`src/rtl/alu_arbiter_if.sv`:
```
// Requester, ALU-side and response signals of alu_arbiter bundled into one interface.
// The slave modport is the arbiter's view; master is the fabric/ALU/consumer side.
interface alu_arbiter_if #(
  parameter int unsigned NUM_REQ = 4,
  parameter int unsigned ID_W    = $clog2(NUM_REQ)
);
  logic [NUM_REQ-1:0]   req_valid;
  logic [NUM_REQ-1:0]   req_ready;
  logic [NUM_REQ*4-1:0] req_a;
  logic [NUM_REQ*4-1:0] req_b;
  logic [NUM_REQ*2-1:0] req_op;
  logic [3:0]           alu_a;
  logic [3:0]           alu_b;
  logic [1:0]           alu_opcode;
  logic [4:0]           alu_c;
  logic                 rsp_valid;
  logic                 rsp_ready;
  logic [4:0]           rsp_data;
  logic [ID_W-1:0]      rsp_id;

  modport slave (
    input  req_valid, req_a, req_b, req_op, alu_c, rsp_ready,
    output req_ready, alu_a, alu_b, alu_opcode, rsp_valid, rsp_data, rsp_id
  );

  modport master (
    output req_valid, req_a, req_b, req_op, alu_c, rsp_ready,
    input  req_ready, alu_a, alu_b, alu_opcode, rsp_valid, rsp_data, rsp_id
  );
endinterface

```
`src/rtl/alu_arbiter.sv`:
```
// Round-robin arbiter sharing one registered 4-bit ALU among NUM_REQ requesters.
// Define ALU_ARBITER_STATS_EN to add the op_count and busy outputs.
module alu_arbiter #(
  parameter int unsigned NUM_REQ = 4,
  parameter int unsigned ID_W    = $clog2(NUM_REQ),
  parameter int unsigned ALU_LAT = 1
) (
  input  logic         clk,
  input  logic         rst,
`ifdef ALU_ARBITER_STATS_EN
  output logic [15:0]  op_count,
  output logic         busy,
`endif
  alu_arbiter_if.slave bus
);
  localparam int unsigned LAT_W = (ALU_LAT > 1) ? $clog2(ALU_LAT) : 1;

  localparam logic [1:0] IDLE = 2'd0;
  localparam logic [1:0] EXEC = 2'd1;
  localparam logic [1:0] CAPT = 2'd2;
  localparam logic [1:0] RESP = 2'd3;

  logic [1:0]         state;
  logic [1:0]         state_nxt;
  logic [ID_W-1:0]    rr_ptr;
  logic [ID_W-1:0]    winner;
  logic [ID_W-1:0]    winner_inc;
  logic [LAT_W-1:0]   lat_cnt;
  logic [NUM_REQ-1:0] rot;
  logic               found;
  logic               accept;
  logic [3:0]         sel_a;
  logic [3:0]         sel_b;
  logic [1:0]         sel_op;
  int unsigned        off;
  int unsigned        sum;

  // Rotate valids so bit 0 is the requester at rr_ptr, then take the lowest set bit.
  always_comb begin
    rot   = NUM_REQ'({bus.req_valid, bus.req_valid} >> rr_ptr);
    found = |rot;
    off   = 0;
    for (int j = NUM_REQ - 1; j >= 0; j--) begin
      if (rot[j]) off = j;
    end
    sum = 32'(rr_ptr) + off;
    if (sum >= NUM_REQ) sum = sum - NUM_REQ;
    winner     = ID_W'(sum);
    winner_inc = (sum == NUM_REQ - 1) ? '0 : ID_W'(sum + 1);
    accept     = (state == IDLE) && found;
  end

  // Winner's operands and the one-hot combinational accept.
  always_comb begin
    sel_a         = '0;
    sel_b         = '0;
    sel_op        = '0;
    bus.req_ready = '0;
    for (int i = 0; i < NUM_REQ; i++) begin
      if (winner == ID_W'(i)) begin
        sel_a            = bus.req_a[4*i +: 4];
        sel_b            = bus.req_b[4*i +: 4];
        sel_op           = bus.req_op[2*i +: 2];
        bus.req_ready[i] = accept;
      end
    end
  end

  always_comb begin
    state_nxt = state;
    case (state)
      IDLE:    if (found) state_nxt = EXEC;
      EXEC:    if (lat_cnt == '0) state_nxt = CAPT;
      CAPT:    state_nxt = RESP;
      RESP:    if (bus.rsp_ready) state_nxt = IDLE;
      default: state_nxt = IDLE;
    endcase
  end

  always_ff @(posedge clk) begin
    if (rst) state <= IDLE;
    else     state <= state_nxt;
  end

  // Operand issue, latency count and response capture.
  always_ff @(posedge clk) begin
    if (rst) begin
      rr_ptr         <= '0;
      lat_cnt        <= '0;
      bus.alu_a      <= '0;
      bus.alu_b      <= '0;
      bus.alu_opcode <= '0;
      bus.rsp_valid  <= 1'b0;
      bus.rsp_data   <= '0;
      bus.rsp_id     <= '0;
    end else begin
      case (state)
        IDLE: begin
          if (found) begin
            bus.alu_a      <= sel_a;
            bus.alu_b      <= sel_b;
            bus.alu_opcode <= sel_op;
            bus.rsp_id     <= winner;
            rr_ptr         <= winner_inc;
            lat_cnt        <= LAT_W'(ALU_LAT - 1);
          end
        end
        EXEC: if (lat_cnt != '0) lat_cnt <= lat_cnt - LAT_W'(1);
        CAPT: begin
          bus.rsp_data  <= bus.alu_c;
          bus.rsp_valid <= 1'b1;
        end
        RESP: if (bus.rsp_ready) bus.rsp_valid <= 1'b0;
        default: ;
      endcase
    end
  end

`ifdef ALU_ARBITER_STATS_EN
  // Saturating response counter and registered busy flag.
  always_ff @(posedge clk) begin
    if (rst) begin
      op_count <= '0;
      busy     <= 1'b0;
    end else begin
      busy <= (state_nxt != IDLE);
      if ((state == RESP) && bus.rsp_ready && (op_count != 16'hFFFF))
        op_count <= op_count + 16'd1;
    end
  end
`endif

endmodule

```
`src/flat_wrapper.sv`:
```
// flat-port wrapper written by rule: the top's interface ports become plain ports
module alu_arbiter_flat 
#(
  parameter int unsigned NUM_REQ = 4,
  parameter int unsigned ID_W    = $clog2(NUM_REQ),
  parameter int unsigned ALU_LAT = 1
)
  (clk, rst, bus_req_valid, bus_req_a, bus_req_b, bus_req_op, bus_alu_c, bus_rsp_ready, bus_req_ready, bus_alu_a, bus_alu_b, bus_alu_opcode, bus_rsp_valid, bus_rsp_data, bus_rsp_id);
  alu_arbiter_if #(.NUM_REQ(NUM_REQ), .ID_W(ID_W)) bus_i ();
  input  logic clk;
  input  logic rst;
  input wire logic [$bits(bus_i.req_valid)-1:0] bus_req_valid;
  input wire logic [$bits(bus_i.req_a)-1:0] bus_req_a;
  input wire logic [$bits(bus_i.req_b)-1:0] bus_req_b;
  input wire logic [$bits(bus_i.req_op)-1:0] bus_req_op;
  input wire logic [$bits(bus_i.alu_c)-1:0] bus_alu_c;
  input wire logic [$bits(bus_i.rsp_ready)-1:0] bus_rsp_ready;
  output wire logic [$bits(bus_i.req_ready)-1:0] bus_req_ready;
  output wire logic [$bits(bus_i.alu_a)-1:0] bus_alu_a;
  output wire logic [$bits(bus_i.alu_b)-1:0] bus_alu_b;
  output wire logic [$bits(bus_i.alu_opcode)-1:0] bus_alu_opcode;
  output wire logic [$bits(bus_i.rsp_valid)-1:0] bus_rsp_valid;
  output wire logic [$bits(bus_i.rsp_data)-1:0] bus_rsp_data;
  output wire logic [$bits(bus_i.rsp_id)-1:0] bus_rsp_id;
  assign bus_i.req_valid = bus_req_valid;
  assign bus_i.req_a = bus_req_a;
  assign bus_i.req_b = bus_req_b;
  assign bus_i.req_op = bus_req_op;
  assign bus_i.alu_c = bus_alu_c;
  assign bus_i.rsp_ready = bus_rsp_ready;
  assign bus_req_ready = bus_i.req_ready;
  assign bus_alu_a = bus_i.alu_a;
  assign bus_alu_b = bus_i.alu_b;
  assign bus_alu_opcode = bus_i.alu_opcode;
  assign bus_rsp_valid = bus_i.rsp_valid;
  assign bus_rsp_data = bus_i.rsp_data;
  assign bus_rsp_id = bus_i.rsp_id;
  alu_arbiter #(.NUM_REQ(NUM_REQ), .ID_W(ID_W), .ALU_LAT(ALU_LAT)) u_core (.clk(clk), .rst(rst), .bus(bus_i));
endmodule
```
`config.mk`:
```
export PLATFORM = sky130hd
export DESIGN_NAME = alu_arbiter_flat
export DESIGN_NICKNAME = d
export VERILOG_FILES = /design/src/rtl/alu_arbiter_if.sv /design/src/rtl/alu_arbiter.sv /design/src/flat_wrapper.sv
export SDC_FILE = /design/constraint.sdc
export NUM_CORES = 1
export LEC_CHECK = 0
export ABC_AREA = 0
export CAP_MARGIN = 10
export CORE_UTILIZATION = 42
export DETAILED_ROUTE_END_ITERATION = 16
export PLACE_DENSITY_LB_ADDON = 0.05
export SLEW_MARGIN = 0
export SYNTH_ARGS = -nofsm -noshare
export SYNTH_HDL_FRONTEND = slang
export SYNTH_SLANG_ARGS = --single-unit
```
`constraint.sdc`:
```
create_clock -name clk -period 11.9 [get_ports clk]
set_clock_uncertainty 0.15 [all_clocks]
set_input_delay 2.38 -clock clk [delete_from_list [all_inputs] [get_ports clk]]
set_output_delay 2.38 -clock clk [all_outputs]
set_load 0.1 [all_outputs]
```
# Word-level counts from Yosys, hierarchy flattened
# Index checks and enable logic that the tools add are counted.
# word_totals
ff_bits	23
input_bits	52
out_inout_bits	22
wordCells	66
# classes
n_addsub	4
n_lt_le_gt_ge	1
eq_ne	10
n_shift	1
mux	31
reduce_logical	10
# ops
op	n
32-bit two-way mux	4
2-bit by 32-bit adder with 32-bit output	1
32-bit by 2-bit equality test with 1-bit output, second input constant	1
32-bit by 3-bit >= comparator with 1-bit output, second input constant	1
4-bit two-way mux	8
32-bit by 3-bit subtractor with 32-bit output, second input constant	1
2-bit two-way mux	9
2-bit equality test, second input constant	4
2-bit case mux with 4 select lines	1
8-bit by 2-bit right shift with 4-bit output	1
1-bit two-way mux	7
2-bit AND reduction	3
2-bit by 1-bit equality test with 1-bit output, second input constant	2
2-bit zero test	2
2-bit inequality test, second input constant	2
1-bit case mux with 2 select lines	2
2-bit nonzero test	2
4-bit OR reduction	1
3-bit AND reduction	1
2-bit by 1-bit adder with 2-bit output, second input constant	1
2-bit by 1-bit inequality test with 1-bit output, second input constant	1
1-bit logical AND	1
1-bit subtractor, second input constant	1

# Logic depth before layout (Yosys ltp)
# logic_depth
depth_word	13
depth_mapped	16
ltp_nobuf	14

# Worst setup path after synthesis
# OpenSTA, ideal clock, no wires.
# synth_timing
path_kind	input to output
startpoint	input port bus_req_valid[0]
endpoint	output port bus_req_ready[3]
arrival_time_ns	5.222
required_time_ns	9.370
setup_slack_ns	4.148
cell_stages	11
path_buffers	2
path_cell_list	buf_4 -> nor2_1 -> a221o_1 -> a221o_1 -> ha_1 -> xnor2_1 -> or3_4 -> nand2_1 -> ha_1 -> clkbuf_1 -> and2_1
# synth_between
elab_chain_len	10
elab_cells_between_ends	13
cone_classes	add/sub: 2; order compare: 1; eq/ne: 1; shift: 1; mux: 6; reduce/logical: 2
# synth_lines
item	line_no	text
start, declared	flat_wrapper.sv:12	input wire logic [$bits(bus_i.req_valid)-1:0] bus_req_valid;
8-bit by 2-bit right shift with 4-bit output *	alu_arbiter.sv:40	rot = NUM_REQ'({bus.req_valid, bus.req_valid} >> rr_ptr);
2-bit two-way mux	alu_arbiter.sv:44	if (rot[j]) off = j;
32-bit two-way mux (2 in a row)	alu_arbiter.sv:44	
32-bit two-way mux *	alu_arbiter.sv:44	
2-bit by 32-bit adder with 32-bit output *	alu_arbiter.sv:46	sum = 32'(rr_ptr) + off;
32-bit by 3-bit subtractor with 32-bit output / 32-bit by 3-bit >= comparator with 1-bit output (equally long branches)	alu_arbiter.sv:47	if (sum >= NUM_REQ) sum = sum - NUM_REQ;
32-bit two-way mux *	alu_arbiter.sv:47	
net u_core.sum[1]	alu_arbiter.sv:36	int unsigned sum;
2-bit equality test *	alu_arbiter.sv:60	if (winner == ID_W'(i)) begin
1-bit two-way mux *	alu_arbiter.sv:60	
end, declared	flat_wrapper.sv:18	output wire logic [$bits(bus_i.req_ready)-1:0] bus_req_ready;
# Mark *: on every way through the listed nets, which the timed path passes. The rest lies on a longest branch.

# Worst setup path in the final report
# Ends and elaborated chain as after synthesis.

==> run_results.csv <==
group,metric,value,unit
status,status,"completed",
routing,wl,4140,um
global_routing,antenna_found_initial,0,
synthesis,synthAdderAreaFrac,7.06,%
synthesis,synth_cells,179,
job,cap_violations,0,
sta,worst_pin_slew,983,ps
routing,wl_per_cell,14.6,um
synthesis,synth_compound_area_share,19.5,%
synthesis,synth_mux_area_share,3.53,%
critical_path,regToRegStartpoint,"u_core.rr_ptr[0]",
final_layout,insertedDiodeCount,0,
placed_design,gp_congestion,0.734,
sta,fmax,109,MHz
critical_path,r2r_slack,7880,ps
clocking,postCtsSetupBuffers,0,
floorplanning,boundaryPins,74,
synthesis,synth_warnings,0,
synthesis,synthXorXnorAreaFrac,0.618,%
critical_path,cp-end-kind,"primary output",
critical_path,crit_start,"bus_req_valid[0]",
synthesis,synth-seq-cells,22,
critical_path,crit_buf_inv,2,
clocking,cts_buffer_depth,2,
sta,rsz0062_at_grt,"false",
global_routing,grt_max_degree,23,
critical_path,crit_path_top_delay_cell,"clkdlybuf4s50_1",
min_path,hold_path.class,"flip-flop to flip-flop",
critical_path,path_delay_family,"buffers and inverters",
sta,min_period_over_period,76.9,%
synthesis,postSynthNetCount,239,
synthesis,synth.distinct_cells,32,
sta,final_max_slew_viol_count,0,
clocking,cts_tree,"built",
critical_path,start_kind,"input pin",
final_layout,layout_common_cells,"clkdlybuf4s50_1 (73), nor2_1 (27), nor3_1 (22), dfxtp_1 (22), nor2b_1 (13)",
final_layout,syn_to_final_growth,50.4,%
routing,vias_per_cell,5.39,
sta,slew-limit-headroom,34.3,%
global_routing,overflow,0,
sta,hold_viol_final,0,
global_routing,grt.total_usage,23.5,%
placed_design,hpwl,3160,um
global_routing,grt_pass1_wl,6440,um
final_layout,fin_nets,301,
clocking,root_buffer,"clkbuf_4",
routing,routed-via-count,1524,
clocking,clk_latency,300,ps
clocking,path_clk_slew,110,ps
floorplanning,core,0.00313,mm^2
placed_design,io_buffers,73,
routing,postRouteAntennaNets,0,
critical_path,cp-endpoint,"bus_req_ready[3]",
floorplanning,rows,20,
floorplanning,dieHeight,60.1,um
routing,drc,0,
clocking,clkSinkCount,22,
clocking,cts.repair.resized,0,
critical_path,worstPathRequired,9370,ps
critical_path,slowest_delay,1130,ps
critical_path,crit_arrival,6620,ps
sta,tns,0,ps
critical_path,criticalPathCategory,"input pin to primary output",
critical_path,worstPathCellList,"clkdlybuf4s50_1, nor2_1, a221o_1, a221o_1, ha_1, xnor2_1, or3_4, nand2_1, ha_1, and2_1, clkdlybuf4s50_1",
critical_path,critical_path_cell_count,11,
synthesis,yosys.area_share.simple,29.7,%
floorplanning,start_util,45.3,%
synthesis,ys_seq_area_share,31.1,%
floorplanning,dieArea,0.00361,mm^2
global_routing,grt_pass1_vias,1426,
clocking,cts_hold_buf,0,
critical_path,r2r_cells,13,
routing,drt_iter0_drc,108,
synthesis,synth_top_family_by_area,"simple AND/OR/NAND/NOR gates",
final_layout,final_common_cell,"clkdlybuf4s50_1",
synthesis,avgSynthCellArea,7.92,um^2
floorplanning,die_width,60.1,um
critical_path,rr_endpoint,"u_core.bus.alu_b[2]",
sta,setup_viol,0,
clocking,cts_buffers,3,
synthesis,syn_area,0.00142,mm^2
sta,timing.final.crit_period,9150,ps
clocking,htree_num_levels,1,
critical_path,cp_max_fo,21,
routing,dr.pass1.iters,4,
final_layout,final_layout_size_suffix_gt1_share,2.93,%
## how the worst min path moves through the flow
| stage | from | end | slack (ps) | depth (start not counted) |
|---|---|---|---|---|
| 2_1_floorplan | u_core.state[0] | u_core.state[0] | 340 | 2 |
| 3_3_place_gp | u_core.bus.rsp_id[0] | u_core.bus.rsp_id[0] | 300 | 2 |
| 3_5_place_dp | u_core.bus.rsp_id[0] | u_core.bus.rsp_id[0] | 310 | 2 |
| 4_1_cts | u_core.bus.rsp_id[0] | u_core.bus.rsp_id[0] | 330 | 2 |
| 5_1_grt | u_core.bus.rsp_id[0] | u_core.bus.rsp_id[0] | 350 | 2 |
| 6_report | u_core.bus.rsp_id[0] | u_core.bus.rsp_id[0] | 320 | 2 |
## synth_stat cells (all sizes together)
cell    number  area, um^2
nor2        27         101
dfxtp       22         440
nor3        22         110
nor2b       13        81.3
clkbuf      11        51.3
a211oi       9        67.6
a221oi       9        78.8
a21oi        8        40.0
ha           8         100
nand2        8        30.0
buf          6        50.0
and2         5        31.3
inv          5        18.8
mux2i        5        50.1
nor4         4        31.3
o21ai        3        15.0
a221o        2        20.0
nand2b       2        12.5
o21a         2        15.0
a311oi       1        15.0
a31o         1        8.76
nand3        1        5.00
nand3b       1        7.51
o211ai       1        7.51
o41ai        1        8.76
or3          1        11.3
xnor2        1        8.76
## registers in the layout, summed over array words and instances (netlist names)
name and count:
u_core.bus.rsp_data 5, u_core.rr_ptr 2, u_core.bus.alu_opcode 2, u_core.state 2, u_core.bus.alu_b 4, u_core.bus.rsp_id 2
u_core.bus.alu_a 4, u_core.bus.rsp_valid 1
## final cells by class
class                      count  area, um^2
timing repair buffer          74         738
fill                         280         996
clock buffer                   3        22.5
tap                           44        55.1
multi-input combinational    135         857
inverter                       5        18.8
sequential                    22         440
## worst reg2reg max path, delay by kind of cell (launching register included)
kind / cells / cell delay, ps
AO/OA/AOI/OAI: 4 / 960
XOR/XNOR: 1 / 130
adder cells (fa/ha/maj): 2 / 520
flip-flops: 1 / 540
AND/OR/NAND/NOR: 6 / 1660
## per-layer routing
metal	vias to the layer above	share of wire [%]	global-route usage, %
met5	-	0	0
met3	10	7.8	4.76
met4	0	1.8	6.98
li1	755	-	-
met1	689	44	28.7
met2	70	46	41.3
## logic make-up after synthesis
family / count (synthesis)
mux: 5
buf+inv: 22
fa+ha+maj: 8
xor+xnor: 1
compound gates: 37
simple gates: 84
flops: 22
## through the flow
stage,area (um^2),utilization (%),cells,worst slack (ps),hold slack (ps)
global route,2130,68.2,283,2600,352
finish,2130,68.2,283,2750,325
global placement,2110,67.4,280,2920,300
detailed placement,2110,67.4,280,2800,310
floorplan,1420,-,179,4150,342
CTS,2130,68.2,283,2790,332
Power is not shown: default switching activity piles up to over one toggle a cycle in this logic, so the estimate is an artifact.
